**src/rtl/dac_sequencer.sv**
```systemverilog
// rtl/dac_sequencer.sv - sample-playback sequencer driving the 16-bit analog code bus
//
// Purpose: stores up to DEPTH 16-bit codes loaded byte-wise through a command
// port and plays them onto o_digital at a programmable period (div+1 cycles),
// one-shot or looped.
//
// Optional build macro: DAC_SEQ_MIDSCALE_EN
//   When defined, o_digital resets to 16'h8000 and returns to 16'h8000 on every
//   PLAY->IDLE transition (stop or one-shot completion).
//
// Ports:
//   clk            system clock
//   rst_n          synchronous active-low reset
//   cmd_valid      command present
//   cmd_ready      command accepted when high together with cmd_valid
//   cmd_op         00 WR_LO, 01 WR_HI, 10 SET_DIV, 11 CTRL
//   cmd_data       command payload (CTRL: [0] start [1] stop [2] loop [3] clear)
//   o_digital      registered code to the analog block
//   sample_strobe  one-cycle pulse when a new code appears on o_digital
//   busy           high while playing
//   done           one-cycle pulse when a one-shot sequence completes
//   count          number of loaded samples
//   overflow       sticky, WR_HI issued while memory was full

module dac_sequencer #(
  parameter int DEPTH = 8,
  parameter int DIV_W = 8
) (
  input  logic                     clk,
  input  logic                     rst_n,
  input  logic                     cmd_valid,
  output logic                     cmd_ready,
  input  logic [1:0]               cmd_op,
  input  logic [7:0]               cmd_data,
  output logic [15:0]              o_digital,
  output logic                     sample_strobe,
  output logic                     busy,
  output logic                     done,
  output logic [$clog2(DEPTH):0]   count,
  output logic                     overflow
);

  localparam int IDX_W = $clog2(DEPTH);
  localparam int CNT_W = IDX_W + 1;

  localparam logic [CNT_W-1:0] ONE_C   = CNT_W'(1);
  localparam logic [CNT_W-1:0] DEPTH_C = CNT_W'(DEPTH);

  localparam logic [1:0] OP_WR_LO   = 2'b00;
  localparam logic [1:0] OP_WR_HI   = 2'b01;
  localparam logic [1:0] OP_SET_DIV = 2'b10;
  localparam logic [1:0] OP_CTRL    = 2'b11;

`ifdef DAC_SEQ_MIDSCALE_EN
  localparam logic [15:0] IDLE_CODE  = 16'h8000;
  localparam logic        MID_RETURN = 1'b1;
`else
  localparam logic [15:0] IDLE_CODE  = 16'h0000;
  localparam logic        MID_RETURN = 1'b0;
`endif

  typedef enum logic {
    S_IDLE = 1'b0,
    S_PLAY = 1'b1
  } state_t;

  state_t             state_q, state_d;
  logic [IDX_W-1:0]   idx_q, idx_d;
  logic [15:0]        out_q, out_d;
  logic               strobe_q, strobe_d;
  logic               busy_q, busy_d;
  logic               done_q, done_d;
  logic [CNT_W-1:0]   count_q, count_d;
  logic               ovf_q, ovf_d;
  logic [DIV_W-1:0]   div_q, div_d;
  logic [DIV_W-1:0]   tick_q, tick_d;
  logic               loop_q, loop_d;
  logic [7:0]         lo_q, lo_d;

  logic [15:0]        mem_q [DEPTH];
  logic               mem_we;

  logic               cmd_fire;
  logic               ctrl_fire;
  logic [IDX_W-1:0]   idx_next;
  logic               last_sample;

  // Only CTRL is accepted while playing, which keeps count and div frozen.
  assign cmd_ready = (state_q == S_IDLE) || (cmd_op == OP_CTRL);
  assign cmd_fire  = cmd_valid && cmd_ready;
  assign ctrl_fire = cmd_fire && (cmd_op == OP_CTRL);

  // idx_next only feeds the memory when idx+1 < count, so its wrap is harmless.
  assign idx_next    = idx_q + 1'b1;
  assign last_sample = !(({1'b0, idx_q} + ONE_C) < count_q);

  always_comb begin
    state_d  = state_q;
    idx_d    = idx_q;
    out_d    = out_q;
    strobe_d = 1'b0;
    done_d   = 1'b0;
    count_d  = count_q;
    ovf_d    = ovf_q;
    div_d    = div_q;
    tick_d   = tick_q;
    loop_d   = loop_q;
    lo_d     = lo_q;
    mem_we   = 1'b0;

    if (cmd_fire) begin
      case (cmd_op)
        OP_WR_LO: lo_d = cmd_data;
        OP_WR_HI: begin
          if (count_q < DEPTH_C) begin
            mem_we  = 1'b1;
            count_d = count_q + ONE_C;
          end else begin
            ovf_d = 1'b1;
          end
        end
        OP_SET_DIV: div_d = DIV_W'(cmd_data);
        default:    loop_d = cmd_data[2];
      endcase
    end

    if (state_q == S_IDLE) begin
      if (ctrl_fire) begin
        if (cmd_data[3]) begin
          count_d = '0;
          ovf_d   = 1'b0;
        end
        // Start sees the count after a same-command clear.
        if (cmd_data[0] && (count_d != '0)) begin
          state_d  = S_PLAY;
          idx_d    = '0;
          out_d    = mem_q[0];
          strobe_d = 1'b1;
          tick_d   = div_q;
        end
      end
    end else begin
      if (ctrl_fire && cmd_data[1]) begin
        // Stop has priority over start; no done pulse on an abort.
        state_d = S_IDLE;
        if (MID_RETURN) out_d = IDLE_CODE;
      end else if (ctrl_fire && cmd_data[0]) begin
        idx_d    = '0;
        out_d    = mem_q[0];
        strobe_d = 1'b1;
        tick_d   = div_q;
      end else if (tick_q != '0) begin
        tick_d = tick_q - 1'b1;
      end else if (!last_sample) begin
        idx_d    = idx_next;
        out_d    = mem_q[idx_next];
        strobe_d = 1'b1;
        tick_d   = div_q;
      end else if (loop_q) begin
        idx_d    = '0;
        out_d    = mem_q[0];
        strobe_d = 1'b1;
        tick_d   = div_q;
      end else begin
        state_d = S_IDLE;
        done_d  = 1'b1;
        if (MID_RETURN) out_d = IDLE_CODE;
      end
    end

    busy_d = (state_d == S_PLAY);
  end

  always_ff @(posedge clk) begin
    if (!rst_n) begin
      state_q  <= S_IDLE;
      idx_q    <= '0;
      out_q    <= IDLE_CODE;
      strobe_q <= 1'b0;
      busy_q   <= 1'b0;
      done_q   <= 1'b0;
      count_q  <= '0;
      ovf_q    <= 1'b0;
      div_q    <= '0;
      tick_q   <= '0;
      loop_q   <= 1'b0;
      lo_q     <= '0;
    end else begin
      state_q  <= state_d;
      idx_q    <= idx_d;
      out_q    <= out_d;
      strobe_q <= strobe_d;
      busy_q   <= busy_d;
      done_q   <= done_d;
      count_q  <= count_d;
      ovf_q    <= ovf_d;
      div_q    <= div_d;
      tick_q   <= tick_d;
      loop_q   <= loop_d;
      lo_q     <= lo_d;
    end
  end

  // Sample memory carries no reset; writes are simply blocked during reset.
  always_ff @(posedge clk) begin
    if (rst_n && mem_we) begin
      mem_q[count_q[IDX_W-1:0]] <= {cmd_data, lo_q};
    end
  end

  assign o_digital     = out_q;
  assign sample_strobe = strobe_q;
  assign busy          = busy_q;
  assign done          = done_q;
  assign count         = count_q;
  assign overflow      = ovf_q;

endmodule

```
**config.mk**
```make
export PLATFORM = sky130hd
export DESIGN_NAME = dac_sequencer
export DESIGN_NICKNAME = d
export VERILOG_FILES = /design/src/rtl/dac_sequencer.sv
export SDC_FILE = /design/constraint.sdc
export NUM_CORES = 1
export LEC_CHECK = 0
export BUFFER_PORTS_ARGS = -buffer_cell sky130_fd_sc_hd__buf_2
export CAP_MARGIN = 20
export CORE_ASPECT_RATIO = 0.8
export CORE_MARGIN = 2
export CORE_UTILIZATION = 50
export CTS_CLUSTER_SIZE = 16
export DETAILED_ROUTE_END_ITERATION = 8
export GPL_TIMING_DRIVEN = 0
export PLACE_DENSITY = 0.67
export SKIP_LAST_GASP = 1
export SLEW_MARGIN = 20
export SYNTH_ARGS = -nofsm -noshare
export SYNTH_HDL_FRONTEND = slang
export SYNTH_SLANG_ARGS = --single-unit
```
**constraint.sdc**
```tcl
create_clock -name clk -period 4.25 [get_ports clk]
set_input_delay 0.2125 -clock clk [delete_from_list [all_inputs] [get_ports clk]]
set_output_delay 0.2125 -clock clk [all_outputs]
set_load 0.01 [all_outputs]
```
# Word level (Yosys, flattened, before mapping)
# Memory sizes are Yosys's and may differ from the RTL's.
# Cells that the tools add are included.
[totals]
ramBits = 128
ff_bits = 52
output_inout_bits = 25
memories = 1
elab_cells = 103
input_bits = 13
[op_classes]
order_cmp = 2
muxes = 56
eq_ne = 7
bitwise = 3
reduce_logical = 19
addsub = 4
[memory_table]
columns = ["memory", "words", "width", "rd", "rd_ports_with_merged_regs", "write_ports", "line", "rtl"]
rows = [
  ["mem_q", 8, 16, 2, 0, 1, "80", "logic [15:0] mem_q [DEPTH];"],
]
[ops]
columns = ["operator", "count"]
rows = [
  ["$mux W16", 8],
  ["$mux W8", 8],
  ["$mux W4", 8],
  ["$mux W1", 24],
  ["$mux W3", 8],
  ["$reduce_bool A8 Y1", 1],
  ["$sub A8 B1 Y8 const B", 1],
  ["$logic_and A1 B1 Y1", 6],
  ["$reduce_and A2 Y1", 3],
  ["$reduce_or A6 Y1", 1],
  ["$ne A5 B1 Y1 const B", 1],
  ["$reduce_and A5 Y1", 1],
  ["$add A3 B1 Y4 const B", 1],
  ["$add A4 B1 Y4 const B", 1],
  ["$eq A2 B2 Y1 const B", 2],
  ["$lt A4 B4 Y1", 1],
  ["$lt A4 B4 Y1 const B", 1],
  ["$ne A4 B1 Y1 const B", 1],
  ["$reduce_and A4 Y1", 1],
  ["$reduce_bool A2 Y1", 2],
  ["$reduce_bool A4 Y1", 1],
  ["$add A3 B1 Y3 const B", 1],
  ["$ne A3 B3 Y1 const B", 1],
  ["$not A1 Y1", 3],
  ["5 further kinds", 5],
]

# Depth between registers and ports, before layout
[depth]
word_depth = 12
depth_mapped = 12
depth_no_buf = 9

# Least setup slack after synthesis
# OpenSTA, ideal clock, no wires.
[synth_path]
path_kind = "reg2reg"
start = "register idx_q[1]"
end = "register out_q[10], in the netlist o_digital[10]"
path_stages_with_launch = 13
n_path_buf = 3
arrival_time_ns = 3.059
slack_ns = 1.075
setup_ns = 0.116
t_required_ns = 4.134
synth_period_minus_slack_ns = 3.175
cell_sequence = "dfxtp_1 ha_1 xor2_1 buf_2 ha_1 o21a_1 o22ai_1 and2_1 clkbuf_1 clkbuf_1 nand2_1 o211ai_1 o21ai_2"
[synth_between]
elab_chain_len = 7
elab_cells_between_ends = 11
cone_classes = "add/sub: 2; order compare: 1; eq/ne: 1; mux: 5; reduce/logical: 1; memory: 1"
[synth_lines]
columns = ["element", "line", "rtl"]
rows = [
  ["start, declared", "68", "logic [IDX_W-1:0] idx_q, idx_d;"],
  ["start signal, assigned", "190", "idx_q <= idx_d;"],
  ["$add A3 B1 Y3 or $add A3 B1 Y4 (tied branches)", "94, 95", ""],
  ["$mem_v2 Z8 W16 or $lt A4 B4 Y1 (tied branches)", "-", ""],
  ["$mux W16", "154", "end else if (!last_sample) begin"],
  ["$mux W16", "152", "end else if (tick_q != '0) begin"],
  ["$mux W16", "147", "end else if (ctrl_fire && cmd_data[0]) begin"],
  ["$mux W16", "143", "if (ctrl_fire && cmd_data[1]) begin"],
  ["$mux W16", "127", "if (state_q == S_IDLE) begin"],
  ["end signal, assigned", "191", "out_q <= out_d;"],
  ["end, declared", "69", "logic [15:0] out_q, out_d;"],
]
# Parallel ways exist; a longest one is shown, timed or not. The select of a mux whose other input is x is not followed.
# A chain may end at the register's enable or synchronous reset.

# Final worst setup path
[layout_path]
start = "register idx_q[1]"
end = "register out_q[9], in the netlist o_digital[9]"
# The elaborated chain is that of the path after synthesis.

==> summary.txt <==
Layout
  – Area occupied by multi-input gates: 2480 um^2
  – Register Area: 4880 um^2
  – Share of layout cells above drive strength 1: 23.1%
  – Core Util, Final: 59.9%
  – P&R area growth vs syn: 15.5%
  – Finished Layout Cells: 790
  – Filler cells: 1109
  – Final Cell Area: 8660 um^2
  – Antenna diodes: 0
  – Nets@finish: 613

Placed design
  – Count of input and output buffers: 34
  – DP Area: 8020 um^2
  – Dpl hpwl: 11800 um
  – Pre-CTS WS: 0.226 ns
  – Placed cells: 758
  – Placer congestion estimate: 0.830

Pwr
  – Worst VDD drop: 0.343 mV
  – Total power per unit cell area: 421 nW/um^2
  – Total power: 3.65 mW
  – Static leakage: 2.81 nW

Clock tree
  – H-tree depth: 4
  – Clk buf depth: 2
  – Post-CTS Setup Repair Bufs: 0
  – Number of buffers created by CTS: 17
  – Root Buffer: clkbuf_16
  – Hold_buf cts: 0
  – CTS Sinks: 180
  – Worst-Skew Late Latency: 0.43 ns
  – Post-cts resize count: 0
  – Clk slew on worst S/H paths: 0.07 ns
  – CTS tree: yes

Worst setup path
  – Kind of critical path: reg -> reg
  – Req. time, crit path: 4.57 ns
  – Maximum fanout along the worst path: 10
  – Worst Setup End Kind: register
  – R2R cell count: 12
  – CP Launch Type: register
  – Critical Path AT: 4.28 ns

Synthesis
  – Synth Flop Type: edfxtp_1
  – Async S/R FF share, synth: 0%
  – Leading area contributor after synthesis: edfxtp_1
  – Mapped Area: 7500 um^2
  – Seq cells post-synth: 180
  – YS warnings: 0
  – Most frequent cell after synthesis: edfxtp_1
  – Synth top area cells: edfxtp_1 51%, dfxtp_1 14%, mux4_2 9.6%
  – Top-area cell type share of the netlist area: 51.3%
  – Number of library cell types mapped by synthesis: 47
  – Synth top cells by count: 128 x edfxtp_1, 77 x nand2_1, 52 x dfxtp_1, 32 x mux4_2, 25 x nand3_1
  – Syn Area/Cell: 14.1 um^2
  – EDFF count, synth: 128
  – Syn Nets: 553
  – Syn Inst Count: 533
  – Register area share after synthesis: 65.2%

Floorplan
  – Die Wd: 141 um
  – Core area: 14400 um^2
  – Row cnt: 39
  – # IOs: 38
  – Initial Util: 51.9%
  – Die Y-Extent: 114 um
  – Die area: 16000 um^2

Route
  – Iter 0 DRT Violations: 466
  – Detail Route Antenna Nets: 0
  – Vias post-DR: 4817
  – DRC: 0
  – 1st-pass router iterations: 5
  – Via/cell ratio: 6.10
  – Routed wire length per instance: 22.8 um
  – Drt total wl: 18000 um

Global routing
  – GRT Total Usage: 23.5%
  – Pin count of the biggest net entering global routing: 17
  – Vias in the first global route: 4620
  – Grt total ovfl: 0
  – First-pass GRT wire length: 27200 um
  – Initial antenna violation count: 0

STA
  – Clock period minus worst slack: 3.96 ns
  – Skew final: 0.00904 ns
  – Max-slew violations: 0
  – RSZ-0062 raised after global routing: no
  – Fin Setup TNS: 0 ns
  – Crit share post-route: 93.1%
  – Final setup margin: 0.293 ns
  – Relative slew slack: 43.1%
  – Setup violations, final: 0
  – Minimum hold slack: 0.111 ns
  – Final Hold Fails: 0
  – FMAX: 253 MHz
  – Worst-Margin Slew: 0.847 ns

Run status
  – Status: finished clean

Min path
  – Worst Hold Class: in -> reg
  – Hold Crit Depth: 1

Flow run
  – Max_cap viols: 0
==> kinds of logic after synthesis <==
group / count (synthesis) / synth area share [%]
xor gates and xnor gates: 1 / 0.117
adders and majority gates: 7 / 1.17
DFF: 180 / 65.2
AOI/OAI and AO/OA: 97 / 9.08
and+or+nand+nor: 160 / 10.0
buffers and inverters: 39 / 2.57
muxes: 49 / 11.9
==> final timing paths <==
kind           startpoint            to  slack, ns
max              idx_q[1]  o_digital[9]       0.29
min           cmd_data[7]  mem_q[0][15]       0.11
min reg2reg  o_digital[0]  o_digital[0]       0.46
max reg2reg      idx_q[1]  o_digital[9]       0.29
==> state kept, by name (all words and copies together) (netlist names) <==
register / flops
busy: 1
count: 4
div_q: 8
done: 1
idx_q: 3
lo_q: 8
loop_q: 1
mem_q: 128
o_digital: 16
overflow: 1
sample_strobe: 1
tick_q: 8
==> area by class of cell <==
type	instances	area share (%)
plain buffers	33	1.97
clock buffers	22	5.25
clock inverters	10	1.99
inverters	6	0.260
multi-input cells	314	28.6
flip-flops and latches	180	56.4
well taps	184	2.66
repair buffers	41	2.83
==> worst max-delay path, cell delays in order, from the launching register on <==
cell and delay (ns):
dfxtp_1 0.36, ha_1 0.30, xor2_4 0.43, buf_2 0.43, ha_1 0.30, o21a_1 0.19, o22ai_1 0.36, and2_1 0.19
clkbuf_1 0.34, clkbuf_1 0.57, nand2_1 0.12, o211ai_1 0.18, o21ai_2 0.07
==> metal layers <==
layer / wire length [um] / GRT usage [%]
met1: 8090 / 34.4
met2: 8350 / 36.3
met3: 1280 / 4.62
met5: 0 / 0
met4: 258 / 7.00
==> power breakdown <==
part / switching [mW] / internal (mW) / total (mW)
clock network: 0.659 / 1.01 / 1.67
registers: 0.0118 / 1.88 / 1.89
logic: 0.0611 / 0.0234 / 0.0845
total: 0.732 / 2.91 / 3.65
==> cells in the final DEF, fill, tap and decap left out, types with 5 or more instances in the layout <==
cell	count
a21boi_0	17
a21oi_1	13
buf_2	41
buf_6	8
clkbuf_1	21
clkbuf_16	17
dfxtp_1	52
edfxtp_1	128
ha_1	7
inv_1	6
mux2i_1	17
mux4_2	32
nand2_1	77
nand2b_1	5
nand3_1	25
nor2_1	15
o211ai_1	21
o21ai_0	14
o21ai_1	6
o21ai_2	12
No activity file was read; power rests on OpenSTA's default activity.
